`src/rtl/detector_secuencia.sv`:
```
// -----------------------------------------------------------------------------
// detector_secuencia
//
// Mealy serial-pattern detector for a manually operated push-button.  The raw
// button is debounced on a slow clock enable, sampled once per step tick, and
// matched against PATRON (MSB entered first).  Mismatches fall back to the
// longest pattern prefix that is still a suffix of what was entered, so no
// partial match is lost.
//
// Build option:
//   DETECTOR_CUENTA_EN  defined   -> 8-bit saturating detection counter drives
//                                    cuenta
//                       undefined -> counter removed, cuenta tied to 8'd0
//
// Parameters:
//   N_BITS    pattern length (2..16)
//   PATRON    pattern, N_BITS wide, MSB is the first bit entered
//   DIV_DEB   divider bit whose rising edge gives the debounce tick
//   DIV_PASO  divider bit whose rising edge gives the step tick (> DIV_DEB)
//   SOLAPE    1 = overlapping detection, 0 = restart empty after a match
//
// Ports:
//   clk           in   system clock
//   rst           in   asynchronous active-high reset
//   boton         in   raw push-button level (asynchronous)
//   ledSecuencia  out  high for one step period after a detection
//   ledPasos      out  progress thermometer, MSB side fills first
//   cuenta        out  saturating detection count
//
// Match progress r_k:
//   r_k        | meaning
//   0          | nothing of the pattern matched
//   1..N_BITS-1| that many leading pattern bits matched
// -----------------------------------------------------------------------------
module detector_secuencia #(
    parameter int                N_BITS   = 4,
    parameter logic [N_BITS-1:0] PATRON   = 4'b1011,
    parameter int                DIV_DEB  = 19,
    parameter int                DIV_PASO = 24,
    parameter bit                SOLAPE   = 1'b1
) (
    input  logic              clk,
    input  logic              rst,
    input  logic              boton,
    output logic              ledSecuencia,
    output logic [N_BITS-1:0] ledPasos,
    output logic [7:0]        cuenta
);

    localparam int                KW     = (N_BITS > 1) ? $clog2(N_BITS) : 1;
    localparam int                TBL_N  = 2 * N_BITS;
    localparam int                TBL_W  = TBL_N * KW;
    localparam logic [KW-1:0]     K_LAST = KW'(N_BITS - 1);
    localparam logic [N_BITS-1:0] ONES   = '1;

    // Pattern in entry order: PAT_ORD[i] is the i-th bit the user enters.
    function automatic logic [N_BITS-1:0] order_pattern();
        logic [N_BITS-1:0] r;
        r = '0;
        for (int i = 0; i < N_BITS; i++) begin
            r[i] = PATRON[N_BITS-1-i];
        end
        return r;
    endfunction

    localparam logic [N_BITS-1:0] PAT_ORD = order_pattern();

    // Transition table, entry (2*k + b): longest proper pattern prefix that
    // is a suffix of (first k pattern bits, then b).  A plain match yields
    // k+1; the full-match entry yields the pattern's own border, which is
    // exactly the overlap restart point.
    function automatic logic [TBL_W-1:0] build_next_tbl();
        logic [TBL_W-1:0]  tbl;
        logic [N_BITS-1:0] s;
        logic              ok;
        int                best;
        tbl = '0;
        for (int k = 0; k < N_BITS; k++) begin
            for (int b = 0; b < 2; b++) begin
                s = '0;
                for (int i = 0; i < k; i++) begin
                    s[i] = PAT_ORD[i];
                end
                s[k] = b[0];
                best = 0;
                for (int len = 1; len < N_BITS; len++) begin
                    if (len <= k + 1) begin
                        ok = 1'b1;
                        for (int j = 0; j < len; j++) begin
                            if (s[k+1-len+j] != PAT_ORD[j]) begin
                                ok = 1'b0;
                            end
                        end
                        if (ok) begin
                            best = len;
                        end
                    end
                end
                tbl[(2*k+b)*KW +: KW] = best[KW-1:0];
            end
        end
        return tbl;
    endfunction

    localparam logic [TBL_W-1:0] NEXT_TBL = build_next_tbl();

    logic [DIV_PASO:0] r_clkdiv;
    logic              r_deb_prev;
    logic              r_paso_prev;
    logic              w_tick_deb;
    logic              w_tick_paso;

    logic              r_delay_1;
    logic              r_delay_2;
    logic              w_boton_deb;

    logic [KW-1:0]     r_k;
    logic [KW-1:0]     w_next_tbl [TBL_N];
    logic [KW:0]       w_tbl_idx;
    logic [KW-1:0]     w_k_fb;
    logic [KW-1:0]     w_k_new;
    logic              w_match;
    logic              w_detect;

    logic              r_led_sec;
    logic [N_BITS-1:0] r_led_pasos;

    // -------------------------------------------------------------------------
    // Divider and clock-enable ticks.  Comparing against the registered copy
    // of the bit means the 1->0 transition on wrap never produces a tick.
    // -------------------------------------------------------------------------
    always_ff @(posedge clk or posedge rst) begin
        if (rst) begin
            r_clkdiv    <= '0;
            r_deb_prev  <= 1'b0;
            r_paso_prev <= 1'b0;
        end else begin
            r_clkdiv    <= r_clkdiv + 1'b1;
            r_deb_prev  <= r_clkdiv[DIV_DEB];
            r_paso_prev <= r_clkdiv[DIV_PASO];
        end
    end

    assign w_tick_deb  = r_clkdiv[DIV_DEB]  & ~r_deb_prev;
    assign w_tick_paso = r_clkdiv[DIV_PASO] & ~r_paso_prev;

    // -------------------------------------------------------------------------
    // Debounce: the button is only sampled at the slow tick rate, which also
    // gives the first stage a full tick period to resolve metastability.
    // -------------------------------------------------------------------------
    always_ff @(posedge clk or posedge rst) begin
        if (rst) begin
            r_delay_1 <= 1'b0;
            r_delay_2 <= 1'b0;
        end else if (w_tick_deb) begin
            r_delay_1 <= boton;
            r_delay_2 <= r_delay_1;
        end
    end

    assign w_boton_deb = r_delay_1 & r_delay_2;

    // -------------------------------------------------------------------------
    // Match progress
    // -------------------------------------------------------------------------
    for (genvar g = 0; g < TBL_N; g++) begin : g_tbl
        assign w_next_tbl[g] = NEXT_TBL[g*KW +: KW];
    end

    assign w_tbl_idx = {r_k, w_boton_deb};
    assign w_k_fb    = w_next_tbl[w_tbl_idx];
    assign w_match   = (w_boton_deb == PAT_ORD[r_k]);
    assign w_detect  = w_match && (r_k == K_LAST);
    assign w_k_new   = (w_detect && !SOLAPE) ? '0 : w_k_fb;

    always_ff @(posedge clk or posedge rst) begin
        if (rst) begin
            r_k         <= '0;
            r_led_sec   <= 1'b0;
            r_led_pasos <= '0;
        end else if (w_tick_paso) begin
            r_k         <= w_k_new;
            r_led_sec   <= w_detect;
            // Thermometer: the top w_k_new bits are lit.
            r_led_pasos <= w_detect ? ONES : ~(ONES >> w_k_new);
        end
    end

    assign ledSecuencia = r_led_sec;
    assign ledPasos     = r_led_pasos;

    // -------------------------------------------------------------------------
    // Detection counter
    // -------------------------------------------------------------------------
`ifdef DETECTOR_CUENTA_EN
    logic [7:0] r_cuenta;

    always_ff @(posedge clk or posedge rst) begin
        if (rst) begin
            r_cuenta <= 8'd0;
        end else if (w_tick_paso && w_detect && (r_cuenta != 8'hFF)) begin
            r_cuenta <= r_cuenta + 8'd1;
        end
    end

    assign cuenta = r_cuenta;
`else
    assign cuenta = 8'd0;
`endif

endmodule

```
`config.mk`:
```
export PLATFORM = sky130hd
export DESIGN_NAME = detector_secuencia
export DESIGN_NICKNAME = d
export VERILOG_FILES = /design/src/rtl/detector_secuencia.sv
export SDC_FILE = /design/constraint.sdc
export NUM_CORES = 1
export LEC_CHECK = 0
export CAP_MARGIN = 20
export CELL_PAD_IN_SITES_DETAIL_PLACEMENT = 0
export CELL_PAD_IN_SITES_GLOBAL_PLACEMENT = 1
export CORE_MARGIN = 10
export CORE_UTILIZATION = 25
export DETAILED_ROUTE_END_ITERATION = 8
export GPL_TIMING_DRIVEN = 0
export PLACE_DENSITY = 0.58
export SYNTH_ARGS = -nofsm -noshare
export SYNTH_HDL_FRONTEND = slang
export SYNTH_SLANG_ARGS = --single-unit
```
`constraint.sdc`:
```
create_clock -name clk -period 3.39 [get_ports clk]
set_input_delay 0.678 -clock clk [delete_from_list [all_inputs] [get_ports clk]]
set_output_delay 0.678 -clock clk [all_outputs]
set_load 0.01 [all_outputs]
```
* After elaboration in Yosys (flattened, before gate mapping)
Memory sizes are Yosys's and may differ from the RTL's.
Index checks and enable logic that the tools add are counted.
** Word-level totals
- Input port bits :: 3
- Logic and storage cells :: 28
- Memories :: 1
- Output and inout bits :: 13
- Register bits :: 36
- Bits in read-only memories :: 16
** Cells by class
- Mux-type cells :: 5
- Shift operators :: 1
- Bitwise logic cells :: 7
- Equal/unequal tests :: 2
- Magnitude comparators :: 2
- $add $sub $neg :: 1
- Reduce and logical (&&, ||, !) cells :: 1
** Memories
- (name not given) :: words 8, bits a word 2, rd ports 1, clocked after memory_dff 0, wr ports 0, line 171 : assign w_k_fb = w_next_tbl[w_tbl_idx];
** Operators with widths (number)
- adder 25 x 1 -> 25 bit, second input constant :: 1
- greater-or-equal comparator 4 bit, second input constant :: 1
- two-way mux 2 bit :: 2
- two-way mux 4 bit :: 1
- NOT 3 -> 4 bit :: 1
- NOT 4 bit :: 1
- >> shifter 4 x 2 -> 4 bit, first input constant :: 1
- bitwise AND 1 bit :: 3
- < comparator 2 x 3 -> 1 bit, second input constant :: 1
- binary-select mux 1 bit (select 2 bit) :: 1
- equality test 2 bit, second input constant :: 1
- NOT 1 bit :: 2
- equality test 1 bit :: 1
- logical AND 1 bit :: 1
- two-way mux 1 bit :: 1

* Logic depth before layout (Yosys ltp)
Gate-level depths: netlist of the first run.
- Word-level depth :: 8
- Mapped depth :: 6
- Mapped depth without buffers :: 6

* Worst setup path before layout of the first run
Ideal clock, no wire load.
- Path type :: register to register
- From :: register r_clkdiv[0]
- To :: register r_clkdiv[24]
- Setup slack :: 1967 ps
- Stages on the path, launching flop included :: 6
- Period minus slack after synthesis :: 1423 ps
- Data required time :: 3311 ps
- Data arrival time :: 1343 ps
- Buffers on the path :: 0
- Cells stage by stage :: dfrtp_1 -> ha_1 -> and2_1 -> nand2_1 -> nor4_2 -> xor2_1
** On the way
- Cells in the longest elaborated chain, start to end :: 1
** Ends and longest elaborated chain
- start: declaration :: line 107 : logic [DIV_PASO:0] r_clkdiv;
- start signal: assignment :: line 138 : r_clkdiv <= r_clkdiv + 1'b1;
- adder 25 x 1 -> 25 bit :: line 138
Every way passes these cells.
A chain may end at the register's enable or synchronous reset.

* Worst setup path after layout of the first run
- From :: register r_led_pasos[0], in the netlist ledPasos[0]
- To :: output ledPasos[0]
** RTL lines
- start: declaration :: line 126 : logic [N_BITS-1:0] r_led_pasos;
- start signal: assignment :: line 185 : r_led_pasos <= w_detect ? ONES : ~(ONES >> w_k_new);
- end: declaration :: line 46 : output logic [N_BITS-1:0] ledPasos,
No word-level cell between the ends.

==> metrics.txt, run 1 <==
Non-Filler Instances=239; Slew Limit Fails=0; initial antenna violation count=0; CTS Buffer Depth=2; Sw Share=21.47%; CTS tree=yes; peak supply drop=0.0002463 V; antenna-violating nets left=0; R2R depth=5; Initial Util=25.53%; Placer Congestion=0.6973; Worst slew margin=62.71%; RSZ-0062 raised after global routing=false; ANT cells=0; Worst-path clk slew=70 ps; worst slew pin tran=558.7 ps; sequential-to-total area share from yosys stat=54.64%; final worst-path cycle share=57.54%; overall power=0.0007293 W; final net count=166; Worst Clk Skew=4.612 ps; Internal Power=0.0005728 W; RR Endpoint=r_clkdiv[24]; share of cells above drive strength 1=14.81%; Worst EP required=2710 ps; Syn-to-layout area delta=18.81%; vias in the first global route=1041; pin count of the biggest net entering global routing=25; Post-route DRC=0; leakage=0.9206 nW; Fin Setup TNS=0 ps; Die Height=100.1 um; drt first pass iters=4; Max Cap Viol=0; Post-synth EDFFs=0; Worst R2R Start=r_clkdiv[0]; Synth top area share=54.64%; synth cell count leaders=dfrtp_1, nand2_1, xor2_1; Min Clock Period, post-route=1950 ps; power density over the cells=383.0 mW/mm^2; top cells by area, synth=dfrtp_1, xor2_1, xnor2_1, buf_4, nand3_1; critical path fanouts, max=3; top cell type by total area after synthesis=dfrtp_1; post-DP HPWL=1.951 mm; Hold Startpoint=r_clkdiv[24]; Worst Setup Start Kind=flip-flop; Clock Power Share=39.3%; drt wl/cell=11.14 um; CP Capture Type=output port; hold depth=0; gr usage total=6.009%; first-pass GRT wire length=4.864 mm; run status=completed; CTS Sinks=35; area of the die=0.01001 mm^2; P_sw=0.0001566 W; post-CTS resize count=0; Hold Path Sink=r_paso_prev; CTS Buf Count=5; Main synth FF type=dfrtp_1; count of distinct cell types in the synthesized netlist=30; # H-tree levels=2; ys async rst share=100.0%; final hold vios=0; area of the mapped netlist=0.001603 mm^2; sequential share of power=57.3%; Post-CTS Setup Bufs=0; Worst EP arrival=1270 ps; Yosys warning count=0; Die Wd=100.1 um; Placed Area=0.001823 mm^2; Syn Area/Cell=11.53 um^2; Combinational Power Share=3.5%; R2R Setup Slk=1740 ps; IO buf count=7; Setup Viol. Count Final=0; I/O pins=16; WL final=2.663 mm; Via density=4.276; f_max=512.7 MHz; root cell of the clock tree=clkbuf_8; Hold-fix buffers, CTS=0; std cell rows=29; Yosys reg bits=35; worst setup path class=reg -> out; top-count cell post-synth=dfrtp_1; routed via count=1022; GR Overflow Total=0; Skew-Pair Late Insertion Delay=290 ps; worst hold path class=reg -> reg; WHS=424.8 ps; final instance area=0.001904 mm^2; DR iter-0 viols=48; dpl cells=231; Cells after Synth=139; Core Footprint=0.006277 mm^2
logic make-up after synthesis:
| group | count (synthesis) | share of synthesized area [%] |
|---|---|---|
| AOI/OAI and AO/OA | 9 | 3.435 |
| DFF | 35 | 54.64 |
| adders and majority gates | 2 | 1.561 |
| buffers and inverters | 15 | 5.854 |
| xor gates and xnor gates | 23 | 12.57 |
| and+or+nand+nor | 51 | 19.67 |
| muxes | 3 | 2.030 |
| other | 1 | 0.2340 |
how the worst max path moves through the flow:
| stage | from | to | slack (ps) |
|---|---|---|---|
| floorplan | rst | ledPasos[0] | 1940 |
| global placement | rst | r_clkdiv[7] | 1160 |
| detailed placement | ledPasos[0] | ledPasos[0] | 1730 |
| CTS | ledPasos[0] | ledPasos[0] | 1410 |
| global route | ledPasos[0] | ledPasos[0] | 1360 |
| finish | ledPasos[0] | ledPasos[0] | 1440 |
placed cells by master (no fill, tap or decap):
cell type,synthesis,final
a21oi_1,1,1
a21o_1,1,1
nor2b_1,1,1
ha_1,2,2
nand3_4,1,1
buf_4,10,10
clkbuf_1,1,3
and3_1,4,4
and2_1,1,1
dfrtp_1,35,35
o21ai_0,4,4
nand2_1,13,13
o22ai_1,1,1
nor2_1,5,5
clkdlybuf4s50_1,0,7
o31ai_1,1,1
inv_1,4,4
nand4_4,1,1
nor4_2,2,2
and4_1,3,3
xor2_1,13,13
mux2_2,2,2
nand4_1,2,2
clkbuf_8,0,5
buf_16,0,1
mux2i_1,1,1
nand2b_1,1,1
nor3_1,5,5
clkinv_2,0,1
conb_1,1,8
nor4_4,1,1
nand3_1,11,11
xnor2_1,10,10
o22a_1,1,1
stage by stage:
step	setup slack (ps)	utilization (%)
after floorplan	1936	-
after global placement	1158	28.60
after detailed placement	1735	29.04
after CTS	1411	30.34
after global routing	1362	30.34
final	1440	30.34
state kept, by name, summed over array words and instances, names as in the netlist:
| signal | flops |
|---|---|
| r_clkdiv | 25 |
| ledPasos | 4 |
| r_k | 2 |
| r_deb_prev | 1 |
| r_delay_1 | 1 |
| r_delay_2 | 1 |
| r_paso_prev | 1 |
layer usage:
metal / share of wire (%) / GRT usage [%]
met1: 44 / 6.631
met2: 46 / 9.159
met3: 7.1 / 3.022
met4: 2.9 / 3.478
met5: 0 / 0
final cells by class:
cell class | count | area, um^2
fillers | 660 | 4373
flip-flops and latches | 35 | 875.8
multi-input cells | 96 | 659.4
repair buffers | 8 | 97.59
well taps | 77 | 96.34
plain buffers | 11 | 78.83
clock buffers | 7 | 76.32
inverters | 4 | 15.01
clock inverters | 1 | 5.005
worst max-delay path, stage by stage (launching register included):
cell and delay, ps:
dfrtp_1 360, buf_4 110, clkdlybuf4s50_1 520
power groups by stage:
stage                     clock network [W]  logic [W]  registers, W
after floorplan                           0  0.0000168      0.000425
after global placement                    0  0.0000213      0.000425
after detailed placement                  0  0.0000257      0.000425
after CTS                          0.000303  0.0000258      0.000417
after global routing               0.000323  0.0000291      0.000417
final                              0.000286  0.0000254      0.000418
(Power assumes the default switching activity.)
==> inputs of run 2 (changes only) <==
PLACE_DENSITY = 0.59   (was 0.58)
clock period = 1.71 ns   (was 3.39 ns; I/O delays follow)
==> run 2 against run 1 <==
Die area did not move. Sequential power rose by 98%. Total power rose by 120%. Via count fell by 4.8%. Sequential share of layout area fell by 0.85 points. Setup slack got worse by 1300 ps. Final cell count did not move.
==> metrics.txt, run 2 (synthesis results as in run 1) <==
run status=completed; Syn-to-layout area delta=21.39%; first-pass GRT wire length=4.629 mm; Hold-fix buffers, CTS=0; CP max-delay cell=clkdlybuf4s50_1; Worst EP required=1370 ps; Fin Setup TNS=0 ps; R2R Setup Slk=160 ps; root cell of the clock tree=clkbuf_8; largest stage delay on the critical path=520 ps; most frequent cells in the layout=dfrtp_1, nand2_1, xor2_1; Worst Clk Skew=5.489 ps; Setup Viol. Count Final=0; antenna-violating nets left=0; Via density=4.071; Post-CTS Setup Bufs=0; Top delay family on crit path=buffers and inverters; storage element area=878.3 um^2; Die Height=100.1 um; Layout fillers=658; Max Cap Viol=0; I/O pins=16; power density over the cells=840.3 mW/mm^2; most common cell after layout, fill and taps aside=dfrtp_1; RSZ-0062 raised after global routing=false; Worst-path clk slew=70 ps; post-CTS resize count=0; CTS Sinks=35; drt first pass iters=4; Post-route DRC=0; Placer Congestion=0.7080; gr usage total=5.742%; GR Overflow Total=0; Reg with most FFs=r_clkdiv; Die Wd=100.1 um; WL final=2.530 mm; CTS Buf Count=5; area of the die=0.01001 mm^2; # H-tree levels=2; ANT cells=0; worst slew pin tran=670.0 ps; Worst EP arrival=1280 ps; worst setup path class=reg -> out; CTS tree=yes; crit path buf inv count=2; final net count=166; Crit path depth=2; WHS=428.5 ps; pin count of the biggest net entering global routing=21; routed via count=973; Slew Limit Fails=0; R2R depth=5; max reg flops=25; final hold vios=0; vias in the first global route=992; CP Capture Type=output port; initial antenna violation count=0; f_max=617.5 MHz; IO buf count=7; Worst Setup Start Kind=flip-flop; leakage=0.9364 nW; Layout Utilization=30.99%; Min Clock Period, post-route=1619 ps; hold depth=0; Skew-Pair Late Insertion Delay=280 ps; multi-input combinational cell area=661.9 um^2; drt wl/cell=10.59 um; final worst-path cycle share=94.71%; Worst slew margin=55.28%; CTS Buffer Depth=2; Initial Util=25.53%; Core Footprint=0.006277 mm^2; std cell rows=29; peak supply drop=0.0003976 V; DR iter-0 viols=50; worst-path cell chain=buf_4 > clkdlybuf4s50_1; share of cells above drive strength 1=17.90%; post-DP HPWL=1.832 mm; worst hold path class=reg -> reg; critical path fanouts, max=3
-- run 2: cell types whose count changed in the layout (fill, tap and decap cells not counted) --
cell       previous run  this run
clkbuf_8              5         6
bufinv_16             0         1
dfrtp_2               0         2
ha_2                  0         1
clkbuf_1              3         1
dfrtp_1              35        33
ha_1                  2         1
-- run 2: per-layer routing --
layer / track usage, % / vias up / part of all wire, %
li1: - / 499 / -
met1: 6.724 / 451 / 48
met2: 8.611 / 18 / 45
met3: 2.679 / 5 / 6.3
met4: 2.935 / 0 / 1.5
met5: 0 / - / 0
-- run 2: area by class of cell --
type / count / area share [%]
Tap cell: 77 / 4.952
Timing Repair Buffer: 8 / 5.016
Clock buffer: 6 / 4.244
Buffer: 11 / 4.051
Inverter: 4 / 0.7717
Clock inverter: 2 / 1.801
Sequential cell: 35 / 45.14
Multi-Input combinational cell: 96 / 34.02
-- run 2: worst paths after layout --
check / end / startpoint
worst min register to register: r_paso_prev / r_clkdiv[24]
max in group asynchronous: r_clkdiv[0] / rst
worst min-delay path: r_paso_prev / r_clkdiv[24]
worst max-delay path: ledPasos[0] / ledPasos[0]
worst max register to register: r_clkdiv[24] / r_clkdiv[0]
min in group asynchronous: r_clkdiv[24] / rst
-- run 2: power breakdown --
part           internal, W  leakage (nW)  switching [W]   total, W
Combinational    0.0000222         0.402      0.0000277  0.0000500
Sequential        0.000828         0.473              0   0.000828
Clock             0.000471        0.0612       0.000286   0.000757
-- run 2: worst reg2reg max path, cell delays in order, from the launching register on --
cell     delay (ps)
dfrtp_2         420
ha_2            240
and2_1          180
nand2_1         130
nor4_2          340
xor2_1          170
-- run 2: per-stage QoR --
step / power [W] / instances / instance area [um^2] / worst slack, ps
3_3_place_gp: 0.0008867 / 230 / 1795 / -274.4
4_1_cts: 0.001671 / 239 / 1941 / 31.84
2_1_floorplan: 0.0008768 / 146 / 1629 / 287.5
5_1_grt: 0.001707 / 239 / 1946 / 23.29
6_report: 0.001635 / 239 / 1946 / 90.52
3_5_place_dp: 0.0008946 / 231 / 1823 / 54.08
==> inputs of run 3 (changes only) <==
CORE_UTILIZATION = 40   (was 25)
PLACE_DENSITY = 0.83   (was 0.59)
REMOVE_ABC_BUFFERS = 1   (was default)
==> run 3 against run 2 <==
Clock power fell by 31%. Critical path depth rose by 3. Sequential cell count is the same. Total power fell by 15%. Sequential power barely moved. Fmax up 2.6%. Wire length fell by 3.5%. Global-route usage is 1.8 points higher. Setup slack gained 41 ps. Non-clock buffer count is 11 lower. Critical endpoint is now r_clkdiv[24]. Largest cell class unchanged.
==> metrics.txt, run 3 (synthesis results as in run 1) <==
Clock Power Share=37.7%; GR peak layer=met2; critical path fanouts, max=4; f_max=633.7 MHz; dpl cells=191; P_sw=0.0002776 W; WL final=2.442 mm; met2 usage=10.34%; Worst slew margin=49.28%; run status=completed; first-pass GRT wire length=4.416 mm; antenna-violating nets left=0; Worst EP required=1920 ps; max reg flops=25; std cell rows=22; CP Capture Type=flip-flop; CTS tree=yes; most common cell after layout, fill and taps aside=dfrtp_1; Die Height=83.30 um; routed via count=949; Setup WS pre-CTS=89.51 ps; drt first pass iters=4; CTS Buffer Depth=2; final net count=155; Combinational Power Share=2.6%; most frequent cells in the layout=dfrtp_1, nand2_1, xor2_1; Post-CTS Setup Bufs=0; final critical-path setup slack=131.9 ps; Sw Share=20.02%; Max Cap Viol=0; final worst-path cycle share=92.28%; GR Overflow Total=0; Min Clock Period, post-route=1578 ps; Worst Clk Skew=2.465 ps; post-DP HPWL=1.792 mm; pin count of the biggest net entering global routing=19; power density over the cells=778.5 mW/mm^2; share of cells above drive strength 1=9.396%; root cell of the clock tree=clkbuf_8; Worst Setup Start Kind=flip-flop; worst slew pin tran=760.0 ps; Via density=4.817; area of the die=0.006939 mm^2; Core Footprint=0.003771 mm^2; initial antenna violation count=0; peak supply drop=0.0004471 V; Placer Congestion=0.7306; Skew-Pair Late Insertion Delay=280 ps; vias in the first global route=951; M3 GR Usage=3.320%; worst setup path class=reg -> reg; I/O pins=16; RSZ-0062 raised after global routing=false; gr usage total=7.566%; Non-Filler Instances=197; drt wl/cell=12.40 um; Syn-to-layout area delta=11.16%; Internal Power=0.001109 W; DR iter-0 viols=42; ANT cells=0; final instance area=0.001782 mm^2; IO buf count=7; # H-tree levels=2; sequential share of power=59.7%; Reg with most FFs=r_clkdiv; CTS Buf Count=5; Worst-path clk slew=60 ps; Initial Util=42.50%; leakage=0.8594 nW; Setup Viol. Count Final=0; Placed Area=0.001708 mm^2; WHS=426.5 ps; worst hold path class=reg -> reg; Worst EP arrival=1780 ps; Post-route DRC=0; M1 GR Usage=9.570%; final hold vios=0; Die Wd=83.30 um; Slew Limit Fails=0; CTS Sinks=35; Fin Setup TNS=0 ps
[run 3: changes by cell type in the layout (fill, tap and decap cells not counted), sizes merged]
cell	before	now
bufinv	1	0
clkinv	1	0
clkbuf	7	6
buf	11	1
[run 3: layout make-up]
class	count	area [um^2]
multi-input combinational	96	659.4
clock buffer	6	72.57
timing repair buffer	8	97.59
fill	329	1989
tap	48	60.06
inverter	4	15.01
sequential	35	877.1
[run 3: per-layer routing]
metal  part of all wire (%)  vias up
li1                       -      474
met1                     48      451
met2                     43       17
met3                    6.1        7
met4                    2.3        0
met5                      0        -
[run 3: worst paths after layout]
path,startpoint,endpoint,slack (ps),depth (start not counted)
setup / recovery,r_clkdiv[1],r_clkdiv[24],130,5
hold / removal,r_clkdiv[24],r_paso_prev,430,0
setup reg to reg,r_clkdiv[1],r_clkdiv[24],130,5
hold reg to reg,r_clkdiv[24],r_paso_prev,430,0
max in group asynchronous,rst,r_deb_prev,660,3
min in group asynchronous,rst,r_clkdiv[5],500,2
[run 3: timing repair]
| item | CTS | global route |
|---|---|---|
| hold buffers | 0 | 0 |
| endpoints found under the setup margin | 0 | 1 |
| gates resized for setup | 0 | 1 |
[run 3: critical path: stages (launching register included)]
cell and delay [ps]:
dfrtp_1 430, ha_1 260, and2_1 190, nand2_1 150
nor4_2 320, xor2_1 160
[run 3: power groups by stage]
| stage | Combinational [W] | Sequential (W) | Clock [W] |
|---|---|---|---|
| after global routing | 0.0000416 | 0.000827 | 0.000589 |
| final | 0.0000359 | 0.000828 | 0.000523 |
| after CTS | 0.0000366 | 0.000828 | 0.000548 |
| after global placement | 0.0000277 | 0.000843 | 0 |
| after detailed placement | 0.0000365 | 0.000843 | 0 |
| after floorplan | 0.0000198 | 0.000843 | 0 |
[run 3: metrics by stage]
| stage | utilization, % | total power [W] |
|---|---|---|
| finish | 47.25 | 0.001387 |
| CTS | 47.21 | 0.001412 |
| global route | 47.25 | 0.001458 |
| global placement | 44.56 | 0.0008710 |
| detailed placement | 45.29 | 0.0008798 |
| floorplan | - | 0.0008631 |
